--- config.mk ---
export PLATFORM = sky130hd
export DESIGN_NAME = recip_nr_refine_flat
export DESIGN_NICKNAME = d
export VERILOG_FILES = /design/src/rtl/recip_nr_refine_if.sv /design/src/rtl/recip_nr_refine.sv /design/src/flat_wrapper.sv
export SDC_FILE = /design/constraint.sdc
export NUM_CORES = 1
export LEC_CHECK = 0
export BUFFER_PORTS_ARGS = -buffer_cell sky130_fd_sc_hd__buf_4
export CAP_MARGIN = 20
export CORE_MARGIN = 2
export CORE_UTILIZATION = 65
export CTS_CLUSTER_SIZE = 28
export DETAILED_ROUTE_END_ITERATION = 8
export MAX_ROUTING_LAYER = met4
export PLACE_DENSITY = 0.82
export SLEW_MARGIN = 5
export SYNTH_ARGS = -nofsm -noshare
export SYNTH_HDL_FRONTEND = slang
export SYNTH_SLANG_ARGS = --single-unit
--- constraint.sdc ---
create_clock -name clk -period 22.8 [get_ports clk]
set_clock_uncertainty 0.1 [all_clocks]
set_input_delay 3.42 -clock clk [delete_from_list [all_inputs] [get_ports clk]]
set_output_delay 3.42 -clock clk [all_outputs]
set_load 0.02 [all_outputs]
--- src/rtl/recip_nr_refine_if.sv ---
`timescale 1ns/1ps
`default_nettype none
// ============================================================================
//  Module   : recip_nr_refine_if
//  Purpose  : Operand/result handshake bundle for the reciprocal refine stage.
//  Revision : 1.0 - initial release
// ============================================================================
interface recip_nr_refine_if #(
    parameter int NEXP = 8,
    parameter int NSIG = 7
);
    localparam int c_NW = NEXP + NSIG + 1;

    logic            in_valid;
    logic            in_ready;
    logic [c_NW-1:0] A;
    logic [c_NW-1:0] Aseed;
    logic [5:0]      seedFlags;
    logic            out_valid;
    logic            out_ready;
    logic [c_NW-1:0] Arecip;
    logic [5:0]      recipFlags;

    // Upstream producer / downstream consumer side.
    modport master (
        output in_valid, A, Aseed, seedFlags, out_ready,
        input  in_ready, out_valid, Arecip, recipFlags
    );

    // Refinement stage side.
    modport slave (
        input  in_valid, A, Aseed, seedFlags, out_ready,
        output in_ready, out_valid, Arecip, recipFlags
    );
endinterface
`default_nettype wire

--- src/rtl/recip_nr_refine.sv ---
`timescale 1ns/1ps
`default_nettype none
// ============================================================================
//  Module   : recip_nr_refine
//  Purpose  : Newton-Raphson refinement of a bfloat16 reciprocal seed with
//             round-to-nearest-even output over a valid/ready handshake.
//  Revision : 1.0 - initial release
// ============================================================================
module recip_nr_refine #(
    parameter int NEXP  = 8,
    parameter int NSIG  = 7,
    parameter int ITERS = 2,
    parameter int GUARD = 8
) (
    input  wire logic         clk,
    input  wire logic         rst,
    recip_nr_refine_if.slave  bus
);
    localparam int c_W   = NSIG + 1 + GUARD;
    localparam int c_NW  = NEXP + NSIG + 1;
    localparam int c_ITW = $clog2(ITERS) + 1;

    // 2*bias-1 and 2*bias as NEXP-bit patterns (253 / 254 for NEXP=8).
    localparam logic [NEXP-1:0] c_ELIM = {{(NEXP-2){1'b1}}, 2'b01};
    localparam logic [NEXP-1:0] c_TWOB = {{(NEXP-1){1'b1}}, 1'b0};
    localparam logic [c_W+1:0]  c_TWO  = {2'b10, {c_W{1'b0}}};

    typedef enum logic [2:0] {
        S_IDLE  = 3'd0,
        S_P     = 3'd1,
        S_X     = 3'd2,
        S_ROUND = 3'd3,
        S_DONE  = 3'd4
    } state_t;

    state_t            r_state;
    state_t            w_state_nxt;
    logic [c_ITW-1:0]  r_iter;
    logic [NSIG:0]     r_b;
    logic [c_W-1:0]    r_x;
    logic [c_W:0]      r_p;
    logic              r_sign;
    logic [NEXP-1:0]   r_ea;
    logic [c_NW-1:0]   r_arecip;
    logic [5:0]        r_flags;

    logic              w_accept;
    logic              w_refine;
    logic [NEXP-1:0]   w_in_ea;
    logic [NSIG-1:0]   w_in_fa;
    logic [NSIG+c_W:0] w_bx;
    logic [c_W:0]      w_p;
    logic [c_W+1:0]    w_e_full;
    logic [2*c_W:0]    w_xe;
    logic [c_W-1:0]    w_xnew;
    logic [NSIG-1:0]   w_frac;
    logic              w_lsb;
    logic              w_guard;
    logic              w_sticky;
    logic              w_up;
    logic [NSIG:0]     w_rnd;
    logic [NEXP-1:0]   w_eres;
    logic              w_unused;

    assign w_in_ea  = bus.A[c_NW-2:NSIG];
    assign w_in_fa  = bus.A[NSIG-1:0];
    assign w_accept = bus.in_valid && (r_state == S_IDLE);

    // Only finite normals with a clean seed and a normal reciprocal get refined.
    assign w_refine = (w_in_ea != '0) && (w_in_ea != '1) && (w_in_fa != '0) &&
                      (bus.seedFlags == 6'd0) && (w_in_ea < c_ELIM);

    // P step: p = b*x with b carrying NSIG fractional bits, truncated to W.
    assign w_bx     = r_b * r_x;
    assign w_p      = w_bx[NSIG+c_W:NSIG];
    // X step: e = 2 - p, x = x*e truncated; x stays below 1 so bit 2W is zero.
    assign w_e_full = c_TWO - {1'b0, r_p};
    assign w_xe     = r_x * w_e_full[c_W:0];
    assign w_xnew   = w_xe[2*c_W-1:c_W];

    // x is in (0.5,1): bit W-1 is the hidden one, next NSIG bits the fraction.
    assign w_frac   = r_x[c_W-2:c_W-1-NSIG];
    assign w_lsb    = r_x[c_W-1-NSIG];
    assign w_guard  = r_x[c_W-2-NSIG];
    assign w_sticky = |r_x[c_W-3-NSIG:0];
    assign w_up     = w_guard && (w_sticky || w_lsb);
    assign w_rnd    = {1'b0, w_frac} + {{NSIG{1'b0}}, w_up};
    assign w_eres   = w_rnd[NSIG] ? (c_TWOB - r_ea) : (c_ELIM - r_ea);

    assign w_unused = ^{w_bx[NSIG-1:0], w_xe[2*c_W], w_xe[c_W-1:0],
                        w_e_full[c_W+1], r_x[c_W-1]};

    always_ff @(posedge clk) begin
        if (rst) begin
            r_state <= S_IDLE;
        end else begin
            r_state <= w_state_nxt;
        end
    end

    always_comb begin
        w_state_nxt = r_state;
        case (r_state)
            S_IDLE: begin
                if (w_accept) begin
                    w_state_nxt = w_refine ? S_P : S_DONE;
                end
            end
            S_P: begin
                w_state_nxt = S_X;
            end
            S_X: begin
                w_state_nxt = (r_iter == c_ITW'(ITERS - 1)) ? S_ROUND : S_P;
            end
            S_ROUND: begin
                w_state_nxt = S_DONE;
            end
            S_DONE: begin
                if (bus.out_ready) begin
                    w_state_nxt = S_IDLE;
                end
            end
            default: begin
                w_state_nxt = S_IDLE;
            end
        endcase
    end

    always_ff @(posedge clk) begin
        if (rst) begin
            r_iter   <= '0;
            r_b      <= '0;
            r_x      <= '0;
            r_p      <= '0;
            r_sign   <= 1'b0;
            r_ea     <= '0;
            r_arecip <= '0;
            r_flags  <= '0;
        end else begin
            case (r_state)
                S_IDLE: begin
                    if (w_accept) begin
                        r_iter <= '0;
                        r_b    <= {1'b1, w_in_fa};
                        r_x    <= {1'b1, bus.Aseed[NSIG-1:0], {GUARD{1'b0}}};
                        r_sign <= bus.A[c_NW-1];
                        r_ea   <= w_in_ea;
                        if (!w_refine) begin
                            r_arecip <= bus.Aseed;
                            r_flags  <= bus.seedFlags;
                        end
                    end
                end
                S_P: begin
                    r_p <= w_p;
                end
                S_X: begin
                    r_x    <= w_xnew;
                    r_iter <= r_iter + c_ITW'(1);
                end
                S_ROUND: begin
                    r_arecip <= {r_sign, w_eres, w_rnd[NSIG-1:0]};
                    r_flags  <= 6'd0;
                end
                default: begin
                end
            endcase
        end
    end

    assign bus.in_ready   = (r_state == S_IDLE);
    assign bus.out_valid  = (r_state == S_DONE);
    assign bus.Arecip     = r_arecip;
    assign bus.recipFlags = r_flags;

endmodule
`default_nettype wire

--- src/flat_wrapper.sv ---
// flat-port wrapper written by rule: the top's interface ports become plain ports
module recip_nr_refine_flat 
#(
    parameter int NEXP  = 8,
    parameter int NSIG  = 7,
    parameter int ITERS = 2,
    parameter int GUARD = 8
)
  (clk, rst, bus_in_valid, bus_A, bus_Aseed, bus_seedFlags, bus_out_ready, bus_in_ready, bus_out_valid, bus_Arecip, bus_recipFlags);
  recip_nr_refine_if #(.NEXP(NEXP), .NSIG(NSIG)) bus_i ();
  input  wire logic clk;
  input  wire logic rst;
  input wire logic [$bits(bus_i.in_valid)-1:0] bus_in_valid;
  input wire logic [$bits(bus_i.A)-1:0] bus_A;
  input wire logic [$bits(bus_i.Aseed)-1:0] bus_Aseed;
  input wire logic [$bits(bus_i.seedFlags)-1:0] bus_seedFlags;
  input wire logic [$bits(bus_i.out_ready)-1:0] bus_out_ready;
  output wire logic [$bits(bus_i.in_ready)-1:0] bus_in_ready;
  output wire logic [$bits(bus_i.out_valid)-1:0] bus_out_valid;
  output wire logic [$bits(bus_i.Arecip)-1:0] bus_Arecip;
  output wire logic [$bits(bus_i.recipFlags)-1:0] bus_recipFlags;
  assign bus_i.in_valid = bus_in_valid;
  assign bus_i.A = bus_A;
  assign bus_i.Aseed = bus_Aseed;
  assign bus_i.seedFlags = bus_seedFlags;
  assign bus_i.out_ready = bus_out_ready;
  assign bus_in_ready = bus_i.in_ready;
  assign bus_out_valid = bus_i.out_valid;
  assign bus_Arecip = bus_i.Arecip;
  assign bus_recipFlags = bus_i.recipFlags;
  recip_nr_refine #(.NEXP(NEXP), .NSIG(NSIG), .ITERS(ITERS), .GUARD(GUARD)) u_core (.clk(clk), .rst(rst), .bus(bus_i));
endmodule
---- Word-level counts from Yosys, hierarchy flattened ----
Cells that the tools add are included.
word-level totals
  bits in registers ....................... 77
  bits of input ports ..................... 42
  output and inout bits ................... 24
operators by class
  add/subtract/negate cells ............... 5
  multipliers ............................. 2
  order comparisons ....................... 1
  equality and inequality tests ........... 9
  multiplexer cells ....................... 16
  reductions and logical operators ........ 18
operators with widths
  kind                                                                 number
  16-bit one-hot mux with 2 select lines                               2
  16-bit 2-to-1 mux                                                    3
  16-bit by 17-bit multiplier with 32-bit output                       1
  8-bit by 16-bit multiplier with 24-bit output                        1
  1-bit by 17-bit subtractor with 17-bit output, first input constant  1
  8-bit subtractor, first input constant                               2
  3-bit one-hot mux with 5 select lines                                1
  6-bit 2-to-1 mux                                                     2
  6-bit one-hot mux with 2 select lines                                1
  3-bit 2-to-1 mux                                                     3
  7-bit by 1-bit adder with 8-bit output                               1
  8-bit less-than comparator, second input constant                    1
  8-bit 2-to-1 mux                                                     1
  8-bit != test, second input constant                                 1
  8-bit nonzero test                                                   1
  7-bit nonzero test                                                   1
  7-bit OR reduction                                                   1
  3-bit by 2-bit == test with 1-bit output, second input constant      2
  1-bit logical AND                                                    6
  6-bit zero test                                                      1
  2-bit AND reduction                                                  3
  2-bit 2-to-1 mux                                                     2
  2-bit != test, second input constant                                 2
  2-bit one-hot mux with 2 select lines                                1
  other kinds (9)                                                      10

---- Depth between registers and ports, before layout ----
  depth in word-level cells ............... 8
  mapped depth ............................ 30

---- Worst setup path after synthesis ----
No wires, ideal clock.
  path type ............................... register to register
  start ................................... register u_core.r_p[6]
  end ..................................... register u_core.r_x[15]
  arrival time ............................ 7.099 ns
  required time ........................... 22.614 ns
  setup slack ............................. 15.515 ns
  stages on the path, launching flop included .. 27
  buffers on the path ..................... 1
  clock period less this slack ............ 7.285 ns
  cells stage by stage .................... dfxtp_1 or4_4 nor4_2 nand2b_1 nor4_2 xnor2_1 clkbuf_1 nand2_1 fa_1 fa_1 inv_1 fa_1 fa_1 fa_1 inv_1 fa_1 inv_1 ha_1 nand2_1 o21ai_0 and4b_1 a31oi_1 a31oi_1 o211ai_1 a21oi_1 xnor2_1 a211oi_1
between the ends
  cells in the longest elaborated chain, start to end .. 3
RTL lines
  item                                            line                    RTL
  start: declaration                              recip_nr_refine.sv:41   logic [c_W:0] r_p;
  start signal: assignment                        recip_nr_refine.sv:155  r_p <= w_p;
  1-bit by 17-bit subtractor with 17-bit output   recip_nr_refine.sv:77   assign w_e_full = c_TWO - {1'b0, r_p};
  16-bit by 17-bit multiplier with 32-bit output  recip_nr_refine.sv:78   assign w_xe = r_x * w_e_full[c_W:0];
  16-bit one-hot mux with 2 select lines          recip_nr_refine.sv:140  case (r_state)
  end signal: assignment                          recip_nr_refine.sv:145  r_x <= {1'b1, bus.Aseed[NSIG-1:0], {GUARD{1'b0}}};
  end signal: assignment                          recip_nr_refine.sv:158  r_x <= w_xnew;
  end: declaration                                recip_nr_refine.sv:40   logic [c_W-1:0] r_x;
No other way between the ends.
A chain may end at the register's enable or synchronous reset.

---- Final worst setup path ----
  start ................................... register u_core.r_p[0]
  end ..................................... register u_core.r_x[15]
Same word-level chain as after synthesis.

==> qor.txt <==
area of the core - 23500 µm²
CTS H-Tree Depth - 3
Post-synth ARST share - 0%
max cap viols - 0
die height - 159 µm
post-route ant nets - 0
Main synth FF type - dfxtp_1
Routed WL per cell - 18.0 µm
worst skew pair latency - 0.36 ns
First DRT Iteration DRCs - 860
Final Cell Area - 16600 µm²
clk buf depth - 2
Max VDD drop - 0.0395 mV
CTS buffer count - 9
Starting Density - 66.1%
pin slew with the least headroom to its limit - 1.20 ns
Post-synth EDFFs - 0
max incr delay on CP - 0.68 ns
sequential share of the synthesized area - 9.93%
DRT Pass-1 Iters - 8
Post-DP Area - 16200 µm²
final worst slack - 14.43 ns
most common cell after layout, fill and taps aside - nand2_1
fraction of layout cells with a size suffix above 1 - 6.93%
drt via density - 5.76
I/O pin total - 66
Slew Limit Headroom - 19.6%
DIE AREA - 25100 µm²
unrepaired setup endpoints after global routing - no
Bufs and invs on worst path - 5
fin crit share - 36.7%
postcts setup bufs - 0
Setup Total Neg Slack - 0 ns
crit start category - flip-flop
largest net degree at the start of global routing - 78
PortBufs - 65
post-cts resize count - 0
Leak - 0.00806 µW
Synthesized Nets - 2302
area delta synth->final - 6.81%
n_diodes - 0
fmax - 119 MHz
Hold Crit Class - flip-flop to flip-flop
Final Max Slew Viols - 0
gp weighted congestion - 0.891
gr usage total - 34.1%
number of global-route vias before repair - 13300
Final setup viols - 0
Avg Inst Size Synth - 8.50 µm²
first-pass GRT wire length - 64.4 mm
CTS tree - built
commonest cells after routing, fill and taps aside - nand2_1, inv_1, fa_1
die width - 159 µm
number of synthesis warnings - 0
# clock sinks - 77
Setup WS pre-CTS - 14.54 ns
Crit. End Element - flip-flop
area of the multi-input gates - 12400 µm²
Sequential Area - 1540 µm²
WP data required - 22.96 ns
hold buffers post-CTS - 0
Site Rows - 56
# fillers - 1769
crit path time final - 8.37 ns
dpl hpwl - 29.4 mm
PD cells - 22.0 nW/µm²
most frequent CP cell - fa_1
status - complete, no violations
Root Driver - clkbuf_16
Crit Path Max Fanout - 17
Critical Path AT - 8.53 ns
Netlist Area Pre-Place - 15500 µm²
#FFs+latches synth - 77
routed wire length - 38.8 mm
Hold Violations, Final - 0
Vias - 12400
post-layout util - 70.6%
cell count after synthesis - 1826
clock transition at the registers of the reported paths - 0.07 ns
initial antenna violation count - 0
Tot Pwr - 365 µW
Layout Nets - 2303
post-synth cell types - 58
DRC Markers - 0
critical path class - flip-flop to flip-flop
family with the most delay on the worst path - adder cells
crit path max-delay cell type - dfxtp_1
GR Overflow Total - 0
-- synthesized netlist by cell type (2+ instances only) --
cell       count  area [µm²]
nand2_1      331        1240
a21oi_1       77         385
nor4_1         7        43.8
buf_1          2        7.51
a311oi_1       9        78.8
and3_1        14        87.6
xnor2_1       32         280
a21o_1         7        52.6
inv_1        322        1210
nand2b_1       4        25.0
and2_1       174        1090
o211ai_1      14         105
a31oi_1        6        37.5
nand4_1        5        31.3
fa_1         289        5790
nor2_1        53         199
ha_1         145        1810
o2111ai_1      2        17.5
clkbuf_1     100         375
nor2b_1        5        31.3
nor3_1        18        90.1
nor4_2         2        25.0
o21a_1         6        45.0
o21bai_1       5        37.5
or3_1         11        68.8
nand3_1       25         125
a211oi_1      12        90.1
dfxtp_1       77        1540
o21ai_0       20         100
or4_1          2        15.0
xor2_1        22         193
nand3b_1       2        15.0
-- layer usage --
| layer | global-route usage (%) | routed length (µm) | up-vias |
|---|---|---|---|
| met5 | - | 0 | - |
| met4 | 16.5 | 1870 | 0 |
| met3 | 6.31 | 3050 | 138 |
| met2 | 56.5 | 19200 | 526 |
| met1 | 40.2 | 14600 | 6131 |
| li1 | - | - | 5589 |
-- state kept, by name (all words and copies together), names as in the netlist --
signal / cells
u_core.r_ea: 8
u_core.r_b: 8
u_core.r_sign: 1
u_core.r_iter: 2
u_core.bus.Arecip: 16
u_core.r_state: 3
u_core.r_x: 16
u_core.r_p: 17
u_core.bus.recipFlags: 6
-- layout make-up --
cell class                      count  share of cell area (%)
Multi-Input combinational cell   1324                    74.8
Sequential cell                    77                    9.30
Inverter                          322                    7.29
Timing Repair Buffer               93                    4.33
Tap cell                          319                    2.41
Clock buffer                        9                    1.36
Clock inverter                      7                   0.506
-- worst paths after layout --
path	from	end	slack, ns	cells past startpoint
setup / recovery	u_core.r_p[0]	u_core.r_x[15]	14.43	27
hold / removal	u_core.bus.Arecip[2]	u_core.bus.Arecip[2]	0.35	2
hold reg to reg	u_core.bus.Arecip[2]	u_core.bus.Arecip[2]	0.35	2
setup reg to reg	u_core.r_p[0]	u_core.r_x[15]	14.43	27
-- where the power goes --
part / internal, µW / switching [µW]
sequential: 140 / 9.90
clock: 78.7 / 70.5
combinational: 25.4 / 40.5
total: 245 / 121
-- worst reg2reg max path: stages, from the launching register on --
cell and delay, ns:
dfxtp_1 0.68, inv_1 0.17, ha_1 0.28, nand2_1 0.10, or3_1 0.25, nor2_1 0.08
xnor2_1 0.57, buf_4 0.29, nand2_1 0.09, fa_1 0.57, inv_1 0.06, fa_1 0.48
fa_1 0.57, fa_1 0.44, fa_1 0.54, inv_1 0.06, fa_1 0.54, inv_1 0.04
ha_1 0.33, nand2_1 0.06, o21ai_0 0.34, and4b_1 0.25, a31oi_1 0.30, a31oi_1 0.27
o211ai_1 0.32, a21oi_1 0.13, xnor2_1 0.14, a211oi_1 0.23
-- cells by family (layout without fill, tap and decap cells) --
group           count (synthesis)  count (layout)  synth area share, %
buf+inv                       425             431                 10.3
compound gates                174             174                 7.33
xor+xnor                       54              54                 3.05
flops                          77              77                 9.93
fa+ha+maj                     434             434                 49.0
mux                             2               2                0.137
simple gates                  660             660                 20.3
-- through the flow --
| step | hold slack [ns] | cells |
|---|---|---|
| 4_1_cts | 0.355 | 2150 |
| 3_3_place_gp | 0.339 | 2134 |
| 2_1_floorplan | 0.337 | 1826 |
| 6_report | 0.354 | 2151 |
| 3_5_place_dp | 0.345 | 2134 |
| 5_1_grt | 0.374 | 2151 |
Power figures use the tool's default switching activity.
